### src/rtl/a_axi_write_slr_receiver.sv
// Per-SLR sink for the broadcast AXI-lite control write path: re-joins AW/W beats,
// merges data by strobe into shadow argument registers and pulses ap_start locally.
module a_axi_write_slr_receiver #(
    parameter int C_S_AXI_CONTROL_ADDR_WIDTH  = 9,
    parameter int C_S_AXI_CONTROL_DATA_WIDTH  = 32,
    parameter int C_S_AXI_CONTROL_WSTRB_WIDTH = C_S_AXI_CONTROL_DATA_WIDTH / 8,
    parameter int NUM_REGS                    = 16,
    parameter logic [C_S_AXI_CONTROL_ADDR_WIDTH-1:0] BASE_ADDR = 9'h010
) (
    input  logic                                           ap_clk,
    input  logic                                           ap_rst_n,
    input  logic                                           s_axi_control_AWVALID,
    output logic                                           s_axi_control_AWREADY,
    input  logic [C_S_AXI_CONTROL_ADDR_WIDTH-1:0]          s_axi_control_AWADDR,
    input  logic                                           s_axi_control_WVALID,
    output logic                                           s_axi_control_WREADY,
    input  logic [C_S_AXI_CONTROL_DATA_WIDTH-1:0]          s_axi_control_WDATA,
    input  logic [C_S_AXI_CONTROL_WSTRB_WIDTH-1:0]         s_axi_control_WSTRB,
    output logic [NUM_REGS*C_S_AXI_CONTROL_DATA_WIDTH-1:0] regs_flat,
    output logic                                           ap_start_pulse,
    output logic                                           decode_err,
    output logic [15:0]                                    write_count
);

    localparam int AW    = C_S_AXI_CONTROL_ADDR_WIDTH;
    localparam int DW    = C_S_AXI_CONTROL_DATA_WIDTH;
    localparam int SW    = C_S_AXI_CONTROL_WSTRB_WIDTH;
    localparam int IDX_W = (NUM_REGS > 1) ? $clog2(NUM_REGS) : 1;
    localparam logic [31:0] BASE32 = 32'(BASE_ADDR);
    localparam logic [31:0] END32  = BASE32 + 32'(4 * NUM_REGS);

    // State encoding is {aw_full, w_full} so slot occupancy falls straight out of it.
    typedef enum logic [1:0] {
        EMPTY   = 2'b00,
        HAVE_W  = 2'b01,
        HAVE_AW = 2'b10,
        COMMIT  = 2'b11
    } state_t;

    state_t            state, state_next;
    logic [AW-1:0]     aw_addr;
    logic [DW-1:0]     w_data;
    logic [SW-1:0]     w_strb;
    logic [DW-1:0]     regs [NUM_REGS];
    logic              aw_full, w_full, aw_acc, w_acc;
    logic [AW-1:0]     word_addr, offset;
    logic [31:0]       addr32;
    logic [IDX_W-1:0]  idx;
    logic              is_ctrl, in_range;
    logic              unused_bits;

    assign aw_full = state[1];
    assign w_full  = state[0];

    // READYs are held low during reset even though the slots already read as empty.
    assign s_axi_control_AWREADY = ap_rst_n & ~aw_full;
    assign s_axi_control_WREADY  = ap_rst_n & ~w_full;
    assign aw_acc = s_axi_control_AWVALID & s_axi_control_AWREADY;
    assign w_acc  = s_axi_control_WVALID & s_axi_control_WREADY;

    assign word_addr   = {aw_addr[AW-1:2], 2'b00};
    assign offset      = word_addr - BASE_ADDR;
    assign addr32      = 32'(word_addr);
    assign idx         = offset[IDX_W+1:2];
    assign is_ctrl     = (word_addr == '0);
    assign in_range    = (addr32 >= BASE32) && (addr32 < END32);
    assign unused_bits = &{1'b0, offset[1:0], offset[AW-1:IDX_W+2]};

    always_ff @(posedge ap_clk or negedge ap_rst_n) begin
        if (!ap_rst_n) state <= EMPTY;
        else           state <= state_next;
    end

    always_comb begin
        state_next = state;
        case (state)
            EMPTY: begin
                if (aw_acc && w_acc) state_next = COMMIT;
                else if (aw_acc)     state_next = HAVE_AW;
                else if (w_acc)      state_next = HAVE_W;
            end
            HAVE_AW: if (w_acc)  state_next = COMMIT;
            HAVE_W:  if (aw_acc) state_next = COMMIT;
            COMMIT:  state_next = EMPTY;
            default: state_next = EMPTY;
        endcase
    end

    always_ff @(posedge ap_clk or negedge ap_rst_n) begin
        if (!ap_rst_n) begin
            aw_addr <= '0;
            w_data  <= '0;
            w_strb  <= '0;
        end else begin
            if (aw_acc) aw_addr <= s_axi_control_AWADDR;
            if (w_acc) begin
                w_data <= s_axi_control_WDATA;
                w_strb <= s_axi_control_WSTRB;
            end
        end
    end

    // Commit happens on the edge that leaves COMMIT; pulses last exactly one cycle.
    always_ff @(posedge ap_clk or negedge ap_rst_n) begin
        if (!ap_rst_n) begin
            for (int i = 0; i < NUM_REGS; i++) regs[i] <= '0;
            ap_start_pulse <= 1'b0;
            decode_err     <= 1'b0;
            write_count    <= '0;
        end else begin
            ap_start_pulse <= 1'b0;
            decode_err     <= 1'b0;
            if (state == COMMIT) begin
                write_count <= write_count + 16'd1;
                if (is_ctrl) begin
                    ap_start_pulse <= w_strb[0] & w_data[0];
                end else if (in_range) begin
                    for (int k = 0; k < SW; k++) begin
                        if (w_strb[k]) regs[idx][k*8 +: 8] <= w_data[k*8 +: 8];
                    end
                end else begin
                    decode_err <= 1'b1;
                end
            end
        end
    end

    for (genvar g = 0; g < NUM_REGS; g++) begin : g_flat
        assign regs_flat[g*DW +: DW] = regs[g];
    end

endmodule

### config.mk
export PLATFORM = sky130hd
export DESIGN_NAME = a_axi_write_slr_receiver
export DESIGN_NICKNAME = d
export VERILOG_FILES = /design/src/rtl/a_axi_write_slr_receiver.sv
export SDC_FILE = /design/constraint.sdc
export NUM_CORES = 1
export LEC_CHECK = 0
export BUFFER_PORTS_ARGS = -buffer_cell sky130_fd_sc_hd__buf_2
export CORE_UTILIZATION = 45
export CTS_BUF_LIST = sky130_fd_sc_hd__clkbuf_2
export DETAILED_ROUTE_END_ITERATION = 10
export GPL_ROUTABILITY_DRIVEN = 0
export MAX_ROUTING_LAYER = met4
export PLACE_DENSITY = 0.7
export SYNTH_ARGS = -nofsm -noshare
export SYNTH_HDL_FRONTEND = slang
export SYNTH_SLANG_ARGS = --single-unit
### constraint.sdc
create_clock -name ap_clk -period 3.55 [get_ports ap_clk]
set_input_delay 0.71 -clock ap_clk [delete_from_list [all_inputs] [get_ports ap_clk]]
set_output_delay 0.71 -clock ap_clk [all_outputs]
set_load 0.05 [all_outputs]
== Word level (Yosys, flattened, before mapping) ==
Cells that the tools add are included.
Word-level totals
  bits of input ports: 49
  register bits: 577
  ROM bits: 0
  output and inout port bits: 532
  latch bits: 0
  memories: 0
  memory bits (writable): 0
Operators by class
  muxes and demuxes: 36
  shift-type cells: 0
  $add $sub $neg: 2
  reduce and logical (&&, ||, !) cells: 7
  div/mod/pow operators: 0
  order comparisons: 4
  multipliers: 0
  bitwise gates (word level): 9
  eq/ne operators: 6
Operators by type and width (number)
  $mux W512: 13
  $bwmux W512: 4
  $demux W32 S4: 4
  $mux W32: 1
  $mux W24: 1
  $add A16 B1 Y16 const B: 1
  $mux W16: 1
  $mux W2: 5
  $ge A9 B5 Y1 const B: 1
  $logic_not A9 Y1: 1
  $lt A9 B7 Y1 const B: 1
  $mux W8: 1
  $pmux W2 S4: 1
  $reduce_and A3 Y1: 2
  $sub A6 B5 Y6 const B: 1
  $and A1 B1 Y1: 5
  $ge A5 B5 Y1 const B: 1
  $lt A5 B1 Y1 const B: 1
  $mux W1: 5
  $not A4 Y5: 1
  $eq A2 B2 Y1 const B: 2
  $ne A2 B2 Y1 const B: 2
  $ne A4 B4 Y1 const B: 1
  $logic_and A1 B1 Y1: 3
  3 further kinds: 5

== Depth between registers and ports, before layout ==
Gate-level depths: netlist of run 1.
  depth after elaboration: 23
  gate-level depth with buffers: 7
  mapped depth without buffers: 5

== Worst setup path before layout of run 1 ==
No wires, ideal clock.
  path type: input -> register
  from: input port ap_rst_n
  to: register state[0]
  setup slack: 0.818 ns
  arrival time: 2.607 ns
  cell stages on the path: 5
  path through: nor2b_1 > and2_1 > clkbuf_1 > a2bb2oi_1 > mux2_2
Between the ends
  word-level cells in the longest chain between the ends: 5
Ends and longest elaborated chain
  start, declared: line 11  | input logic ap_rst_n,
  $and A1 B1 Y1, on equally long branches: line 56, 57
  $and A1 B1 Y1, on equally long branches: line 58, 59
  $mux W2 / $logic_and A1 B1 Y1 (equally long branches): line 79, 78
  $mux W2 / $ne A4 B4 Y1 (equally long branches)
  $pmux W2 S4 / $reduce_and A3 Y1 (equally long branches)
  end signal, assigned: line 71  | else state <= state_next;
  end, declared: line 40  | state_t state, state_next;
Several ways; a longest one is shown, not always the timed one.
A chain may end at the register's enable or synchronous reset.

== Worst setup path after layout of run 1 ==
  from: input port ap_rst_n
  to: output port s_axi_control_AWREADY
Between the ends
  word-level cells in the longest chain between the ends: 1
Ends and longest elaborated chain
  $and A1 B1 Y1: line 56  | assign s_axi_control_AWREADY = ap_rst_n & ~aw_full;
  end, declared: line 13  | output logic s_axi_control_AWREADY,
No other way between the ends.

==> impl_results.md, run 1 <==
- Slew Limit Fails: 0
- Mean Syn Cell Area: 16.34 sq um
- Hold path start: s_axi_control_AWVALID
- Area Growth Syn to Fin: 26.35%
- Post-cts resize count: 0
- Core Area: 48050 sq um
- Commonest cells in the netlist: dfrtp_1 (575), mux2_2 (528), clkbuf_1 (44)
- Clock sinks: 575
- Main synth FF type: dfrtp_1
- FF-to-FF setup slack: ~0.81 ns
- Outcome: finished, final reports clean
- Share of layout cells above drive strength 1: 0.6278
- Count leader, synth: dfrtp_1
- Post-Synthesis Cell Area: 22030 sq um
- Synth Register Bits: between 500 and 600
- CP Max Fanout: 8
- EDFF count, synth: 0
- Synth unique cells: 33
- Most used cell, CP: dlygate4sd3_1
- Effective utilization at floorplan: 0.4586
- Fin nets: 2183
- Setup CP Type: in2out
- Overall routing resource usage: 0.2683
- Critical path required time: between 2 and 3 ns
- Worst hold endpoint: state[0]
- Antenna violations before repair: 3
- Drc violations: 0
- Synth warn: 0
- Seq/Total Area, Yosys: 0.6531
- Largest net degree at the start of global routing: 170
- Cts bufs inserted: 147
- Worst min-delay path category: in2reg
- Vias after detailed routing: 14660
- Die area: 49850 sq um
- Biggest area consumer among synthesized cells: dfrtp_1
- Hold-critical path depth: 4
- Slew HR: 0.3377
- CP Cell Sequence: dlygate4sd3_1 -> dlygate4sd3_1 -> buf_8 -> nor2b_1 -> buf_2
- Vias in the first global route: 15560
- First-pass GRT wire length: 95.45 mm
- Max Fclk: 315.9 MHz
- CTS max path bufs: 3
- H-tree depth: 4
- Vias per inst: slightly above 5
- Die Y: between 200 and 250 um
- Asr flop ratio synth: 1.000
- Synth top area cells: dfrtp_1 (65%), mux2_2 (27%), nand3_2 (1.8%)
- Startpoint types: input port
- Clock skew: between 0.05 and 0.06 ns
- DIE WIDTH: 223.3 um
- Mapped Cells: 1348
- CTS root buf: clkbuf_2
- Min Tclk post-route: 3.166 ns
- Slew @ Worst Pin: 0.9898 ns
- Critical Path AT: 2.46 ns
- Mapped Nets: 1403
- DRT antenna net count: 0
- R2r endpoint: regs_flat[440]
- CTS tree: built
- Final period utilization: 0.8917
- Worst-path clk slew: about 0.09 ns
- CP max stage cell: dlygate4sd3_1
- Hold Fails Final Rpt: 0
- Cell count of the worst reg-to-reg path: 5
- Final setup viols: 0
- TNS Setup: 0 ns
- Final WL: 64.24 mm
- Max cap viols: 0
- # rows: 80
- Crit. End Element: primary output
- DRT iter0 DRCs: 548
- Pre-antenna DRT Iters: 4
- R2r startpoint: state[0]
- IR drop worst, VDD: 507.9 uV
- Avg WL per Cell: 22.71 um
- Worst skew pair latency: 1.29 ns
- Share of the synthesized area in the top cell type: 0.6531
- Detailed Place HPWL: 44.18 mm
- RSZ-0062 raised after global routing: false
- Postcts setup bufs: 0
- Static leakage: 16.05 nW
- Global route overflow: 0
- # IOs: between 500 and 600
- Final hold slack: 0.2466 ns
- Port Buf Inserts: 578
- Power density cells: 862.1 nW/um^2
- CP max stage delay: 0.58 ns
[how the worst max path moves through the flow]
stage / from / endpoint
CTS: ap_rst_n / s_axi_control_AWREADY
global route: ap_rst_n / s_axi_control_WREADY
floorplan: ap_rst_n / state[0]
detailed placement: state[0] / regs_flat[439]
finish: ap_rst_n / s_axi_control_AWREADY
global placement: state[0] / regs_flat[447]
[stage by stage]
step                instance area (sq um)  cells  utilization  worst slack (ns)  total power, mW
floorplan                           22030   1348            -            0.8184            16.34
global placement                    25630   2499       0.5334            0.8509            19.14
detailed placement                  25630   2499       0.5334            0.7886            19.37
CTS                                 27830   2826       0.5792            0.3941            24.22
global route                        27840   2829       0.5794            0.3205            25.11
finish                              27840   2829       0.5794            0.3844            24.00
[area by class of cell]
type                            count  area (sq um)
Fill cell                        4045         20210
Sequential cell                   575         14390
Multi-Input combinational cell    713          7392
Timing Repair Buffer              688          4026
Clock buffer                      210          1051
Tap cell                          615         769.5
Clock inverter                     22         191.4
Inverter                            3         11.26
Antenna cell                        3         7.507
[state kept, by name, summed over array words and instances (netlist names)]
| signal | flops |
|---|---|
| w_data | 32 |
| ap_start_pulse | 1 |
| write_count | 16 |
| aw_addr | 7 |
| state | 2 |
| regs_flat | 512 |
| w_strb | 4 |
| decode_err | 1 |
[worst max-delay path: cells and delay by family]
family | cells | cell delay (ns)
buffers and inverters | 4 | 1.57
and+or+nand+nor | 1 | 0.17
[metal layers]
layer / track usage / routed length, um / vias to the layer above
met3: 0.09219 / 4726 / 138
met4: 0.1173 / 2130 / 0
met2: 0.4209 / 31370 / 524
li1: - / - / 6463
met1: 0.3133 / 26010 / 7530
met5: - / 0 / -
[timing repair]
item                       CTS  global route
setup endpoints to repair    0             0
hold endpoints to repair   454             0
hold buffers                95             0
[logic make-up (layout without fill, tap and decap cells)]
| group | count (synthesis) | count (layout) | synth area share |
|---|---|---|---|
| buf+inv | 60 | 923 | 0.01176 |
| compound gates | 6 | 6 | 0.001818 |
| simple gates | 127 | 127 | 0.03839 |
| xor+xnor | 15 | 15 | 0.005963 |
| other cells | 0 | 3 | 0 |
| flops | 575 | 575 | 0.6531 |
| fa+ha+maj | 6 | 6 | 0.003407 |
| mux | 559 | 559 | 0.2856 |
[where the power goes]
group	switching (mW)	leakage (nW)	internal, mW
registers	1.93	7.89	8.10
clock network	2.57	0.966	1.84
logic	6.89	7.19	2.68
[layout by cell type, fill, tap and decap left out, types with 2 or more instances in the layout]
cell,n
mux2i_1,2
nor2b_1,2
buf_4,11
bufinv_16,4
and3_1,6
buf_2,577
xor2_1,3
or2_2,2
nand3_1,14
a21oi_1,2
and4_1,2
dfrtp_1,575
nor4_2,3
inv_1,3
nor2_1,16
inv_2,4
dlygate4sd3_1,94
mux2_2,528
diode_2,3
buf_12,5
nand2_1,26
nand4_1,3
ha_1,6
nand2b_1,4
mux2_1,29
clkinv_1,13
clkbuf_2,210
nor3_1,3
nand3_2,40
xnor2_1,12
Power figures use the tool's default switching activity.
==> inputs of run 2 (changes only) <==
clock period = 3.5 ns   (was 3.55 ns; I/O delays follow)
==> run 2 against run 1 <==
  * Power increased by 0.52%
  * Die area unchanged
  * Utilization down 0.59 points
  * Final cell count shrank 0.60%
  * Clock-buffer cell count rose by 3
  * Clock power up 3%
  * Sequential share of layout area up 0.53 points
  * Worst setup slack worse by 0.048 ns
  * Non-clock buffer count shrank 30
  * Register-to-register slack worse by 0.25 ns
  * Clock skew shrank 0.0063 ns
==> impl_results.md, run 2 (synthesis gave the netlist of run 1 again) <==
- Outcome: finished, final reports clean
- RSZ-0062 raised after global routing: false
- CP Cell Sequence: dlygate4sd3_1 -> dlygate4sd3_1 -> buf_8 -> nor2b_1 -> buf_2
- Final setup viols: 0
- Die Y: 223.3 um
- Clock skew: 0.05092 ns
- Post-cts resize count: 0
- CTS tree: built
- Critical Path AT: 2.46 ns
- Sw power: 11.53 mW
- Core Area: 48050 sq um
- Postcts setup bufs: 0
- Largest net degree at the start of global routing: 171
- Critical path required time: about 2.8 ns
- Static leakage: 15.93 nW
- Max Fclk: 316.1 MHz
- Startpoint types: input port
- CTS max path bufs: 3
- Placed inst area: 25610 sq um
- Slew Limit Fails: 0
- DIE WIDTH: 223.3 um
- Max reg flops: roughly 510
- Area Growth Syn to Fin: 25.07%
- Reg power frac: 0.422
- Vias per inst: approximately 5.2
- CP max stage delay: 0.59 ns
- Crit-path leading delay family: buffers and inverters
- CP max stage cell: dlygate4sd3_1
- Slew @ Worst Pin: a little over 1 ns
- Detailed Place HPWL: ~44 mm
- Setup CP Type: in2out
- # IOs: 581
- Final hold slack: 0.1633 ns
- CP Buf/Inv Count: 4
- First-pass GRT wire length: 95.51 mm
- DRT iter0 DRCs: 609
- Drc violations: 0
- Overall routing resource usage: 0.2682
- Total power: 24.12 mW
- Clock network power share: 0.188
- Power density cells: just under 900 nW/um^2
- Worst skew pair latency: 1.33 ns
- Cts bufs inserted: 148
- Pre-antenna DRT Iters: 4
- Die area: approximately 50000 sq um
- Final instance area: 27560 sq um
- IR drop worst, VDD: 519.8 uV
- CP Max Fanout: 7
- Combinational power share: 0.390
- H-tree depth: 4
- CTS root buf: clkbuf_2
- Internal: 12.60 mW
- Most frequent cells in the layout: buf_2 (577), dfrtp_1 (575), mux2_2 (528), clkbuf_2 (213), dlygate4sd3_1 (63)
- Clock sinks: approximately 580
- Crit. End Element: primary output
- Share of layout cells above drive strength 1: 0.6374
- Worst min-delay path category: in2reg
- Non-Filler Instances: ~2800
- Global route overflow: 0
- Max cap viols: 0
- Antenna violations before repair: 3
- Port Buf Inserts: 578
- Most used cell, CP: dlygate4sd3_1
- Final period utilization: 0.9038
- Hold buffers post-CTS: between 60 and 70
- Fin nets: 2154
- Switching Share: 0.4778
- Effective utilization at floorplan: 0.4586
- # rows: 80
- Worst-path clk slew: 0.10 ns
- Vias in the first global route: 15400
- TNS Setup: 0 ns
- Slew HR: 0.3153
- Avg WL per Cell: 22.79 um
- Final WL: 64.08 mm
- Hold Fails Final Rpt: 0
- DRT antenna net count: 0
- Min Tclk post-route: 3.163 ns
- Placed insts: 2500
- Commonest non-fill, non-tap cell in the layout: buf_2
- Vias after detailed routing: about 15000
## run 2: routing by layer
metal	vias up	global-route usage	part of all wire
li1	6368	-	-
met4	0	0.1127	0.030
met5	-	-	0
met3	113	0.08745	0.072
met1	7568	0.3153	0.41
met2	512	0.4242	0.49
## run 2: area by class of cell
type                    instances  area, sq um
repair buffers                658         3699
flip-flops and latches        575        14390
fillers                      4009        20490
inverters                       3        11.26
diodes                         10        25.02
clock inverters                25        205.2
clock buffers                 213         1066
well taps                     615        769.5
multi-input cells             713         7392
## run 2: power by group through the flow
stage                     clock network (mW)  logic (mW)  registers, mW
final                                   4.53        9.41           10.2
after global routing                    5.03        9.76           10.5
after CTS                               4.68        9.45           10.2
after detailed placement                   0        9.30           10.3
after global placement                     0        9.22           10.2
after floorplan                            0        2.50           14.1
## run 2: worst paths after layout
check	slack [ns]	depth (start not counted)	start	end
min in group asynchronous	0.54	4	ap_rst_n	regs_flat[291]
hold / removal	0.16	3	s_axi_control_WSTRB[0]	w_strb[0]
setup reg to reg	0.56	5	state[0]	regs_flat[447]
setup / recovery	0.34	5	ap_rst_n	s_axi_control_AWREADY
max in group asynchronous	1.48	5	ap_rst_n	regs_flat[375]
hold reg to reg	0.48	1	write_count[15]	write_count[15]
## run 2: stage by stage
stage | utilization | setup WS, ns
3_5_place_dp | 0.5330 | 0.6187
4_1_cts | 0.5730 | 0.3596
5_1_grt | 0.5735 | 0.2986
3_3_place_gp | 0.5330 | 0.6463
2_1_floorplan | - | 0.7784
6_report | 0.5735 | 0.3368
## run 2: worst reg2reg max path, delay by kind of cell (launching register included)
kind                       cells  cell delay [ns]
DFF                            1             0.44
adders and majority gates      1             0.38
and+or+nand+nor                3             1.57
muxes                          1             0.46
==> inputs of run 3 (changes only) <==
CORE_UTILIZATION = 40   (was 45)
GPL_ROUTABILITY_DRIVEN = 1   (was 0)
PLACE_DENSITY = unset   (was 0.7)
RECOVER_POWER = 100   (was unset)
==> run 3 against run 2 <==
  * Via count is 1.5% higher
  * Wire length grew 4.8%
  * Final area shrank 1.1%
  * Combinational power down 2.2%
  * Sequential cell count unchanged
  * Sequential power is essentially flat
  * Non-clock buffer count rose by 52
  * The run now ends with max-capacitance violations, max-slew violations left
  * Power decreased by 1.0%
  * First-iteration DRC count is 14% lower
  * Critical path depth grew 4
  * Maximum frequency is 2.2% lower
==> impl_results.md, run 3 (synthesis gave the netlist of run 1 again) <==
- Outcome: finished with violations
- Violated checks: max-capacitance violations, max-slew violations
- Worst skew pair latency: 1.27 ns
- Hold Fails Final Rpt: 0
- Final WL: 67.18 mm
- Worst-path clk slew: 0.10 ns
- Port Buf Inserts: 578
- Sw power: 11.61 mW
- Effective utilization at floorplan: 0.4070
- Internal: 12.27 mW
- # IOs: 581
- Slew Limit Fails: 530
- H-tree depth: 4
- Final instance area: 27250 sq um
- Max cap viols: 5
- Final period utilization: 0.9240
- Combinational power share: 0.385
- Largest net degree at the start of global routing: around 170
- Clock network power share: 0.188
- Commonest non-fill, non-tap cell in the layout: dfrtp_1
- Min Tclk post-route: ~3.2 ns
- Critical path required time: 4.70 ns
- Vias per inst: 5.013
- CTS max path bufs: 3
- Max Fclk: 309.2 MHz
- # rows: 85
- Critical Path AT: 4.43 ns
- Antenna violations before repair: 3
- Core Area: 54130 sq um
- Final setup viols: 0
- RSZ-0062 raised after global routing: false
- Die area: 56020 sq um
- Switching Share: 0.4860
- Power density cells: 876.5 nW/um^2
- TNS Setup: 0 ns
- Crit. End Element: register
- Slew HR: -0.6612
- Clock skew: about 0.08 ns
- Final Util: 0.5033
- Placer Congestion: between 0.7 and 0.8
- CTS tree: built
- Post-cts resize count: 0
- Global route overflow: 0
- Worst min-delay path category: in2reg
- Drc violations: 0
- CP Max Fanout: 10
- Die Y: 236.7 um
- Clock sinks: ~580
- IR drop worst, VDD: approximately 440 uV
- Pre-antenna DRT Iters: 6
- DRT antenna net count: 0
- Vias after detailed routing: 14780
- Placed inst area: 25770 sq um
- DIE WIDTH: around 240 um
- DRT iter0 DRCs: 525
- Slew @ Worst Pin: 2.492 ns
- Avg WL per Cell: 22.79 um
- # fillers: slightly above 5000
- Setup CP Type: in2reg
- Startpoint types: input port
- Share of layout cells above drive strength 1: 0.3691
- Reg power frac: 0.427
- Overall routing resource usage: 0.2513
- Cts bufs inserted: around 150
- CTS root buf: clkbuf_2
- First-pass GRT wire length: roughly 100 mm
- Max reg flops: 512
- Area Growth Syn to Fin: 23.66%
- Most frequent cells in the layout: dfrtp_1 (575), clkbuf_1 (535), mux2_2 (528), clkbuf_2 (218), dlygate4sd3_1 (110)
- Detailed Place HPWL: 46.46 mm
- Static leakage: 13.82 nW
- Postcts setup bufs: 0
- Fin nets: 2210
- Hold buffers post-CTS: 111
- Vias in the first global route: 15680
[run 3: worst max-delay path, cell delays in order]
cell	delay [ns]
dlygate4sd3_1	0.52
dlygate4sd3_1	0.59
buf_8	0.17
nor2b_1	0.19
and2_0	0.60
a2bb2oi_1	0.24
dlygate4sd3_1	0.62
mux2i_1	0.23
dlygate4sd3_1	0.57
[run 3: area by class of cell]
type,count,area (sq um),share of cell area
Timing Repair Buffer,710,3497,0.1284
Clock inverter,33,202.7,0.007439
Inverter,3,11.26,0.0004133
Tap cell,696,870.8,0.03196
Clock buffer,215,1076,0.03949
Antenna cell,3,7.507,0.0002755
Multi-Input combinational cell,713,7192,0.2640
Sequential cell,575,14390,0.5281
[run 3: path summary, 6_finish.rpt]
kind | to | from | slack, ns | depth (start not counted)
max | state[1] | ap_rst_n | 0.27 | 9
min | w_data[27] | s_axi_control_WDATA[27] | 0.27 | 3
max reg2reg | state[1] | state[1] | 0.58 | 6
min reg2reg | write_count[15] | write_count[15] | 0.48 | 1
max in group asynchronous | regs_flat[311] | ap_rst_n | 0.50 | 4
min in group asynchronous | regs_flat[485] | ap_rst_n | 1.10 | 4
[run 3: power by group through the flow]
stage	registers [mW]	clock network, mW	logic (mW)
2_1_floorplan	14.1	0	2.50
3_3_place_gp	10.2	0	9.35
3_5_place_dp	10.3	0	9.41
4_1_cts	10.2	4.72	9.76
5_1_grt	10.5	5.07	9.56
6_report	10.2	4.49	9.20
[run 3: per-stage QoR]
step	power, mW	hold slack, ns	instances	setup WS, ns
global placement	19.53	0.4573	2586	0.6805
floorplan	16.57	0.4044	1348	0.7784
detailed placement	19.72	0.4755	2586	0.6120
finish	23.88	0.2673	2948	0.2660
CTS	24.66	0.001149	2945	0.2820
global route	25.13	0.08275	2948	0.1784
[run 3: per-layer routing]
| metal | vias to the layer above | track usage | part of all wire |
|---|---|---|---|
| met5 | - | - | 0 |
| met4 | 0 | 0.1094 | 0.034 |
| met3 | 123 | 0.08685 | 0.074 |
| met2 | 514 | 0.3894 | 0.48 |
| met1 | 7642 | 0.2965 | 0.41 |
| li1 | 6500 | - | - |
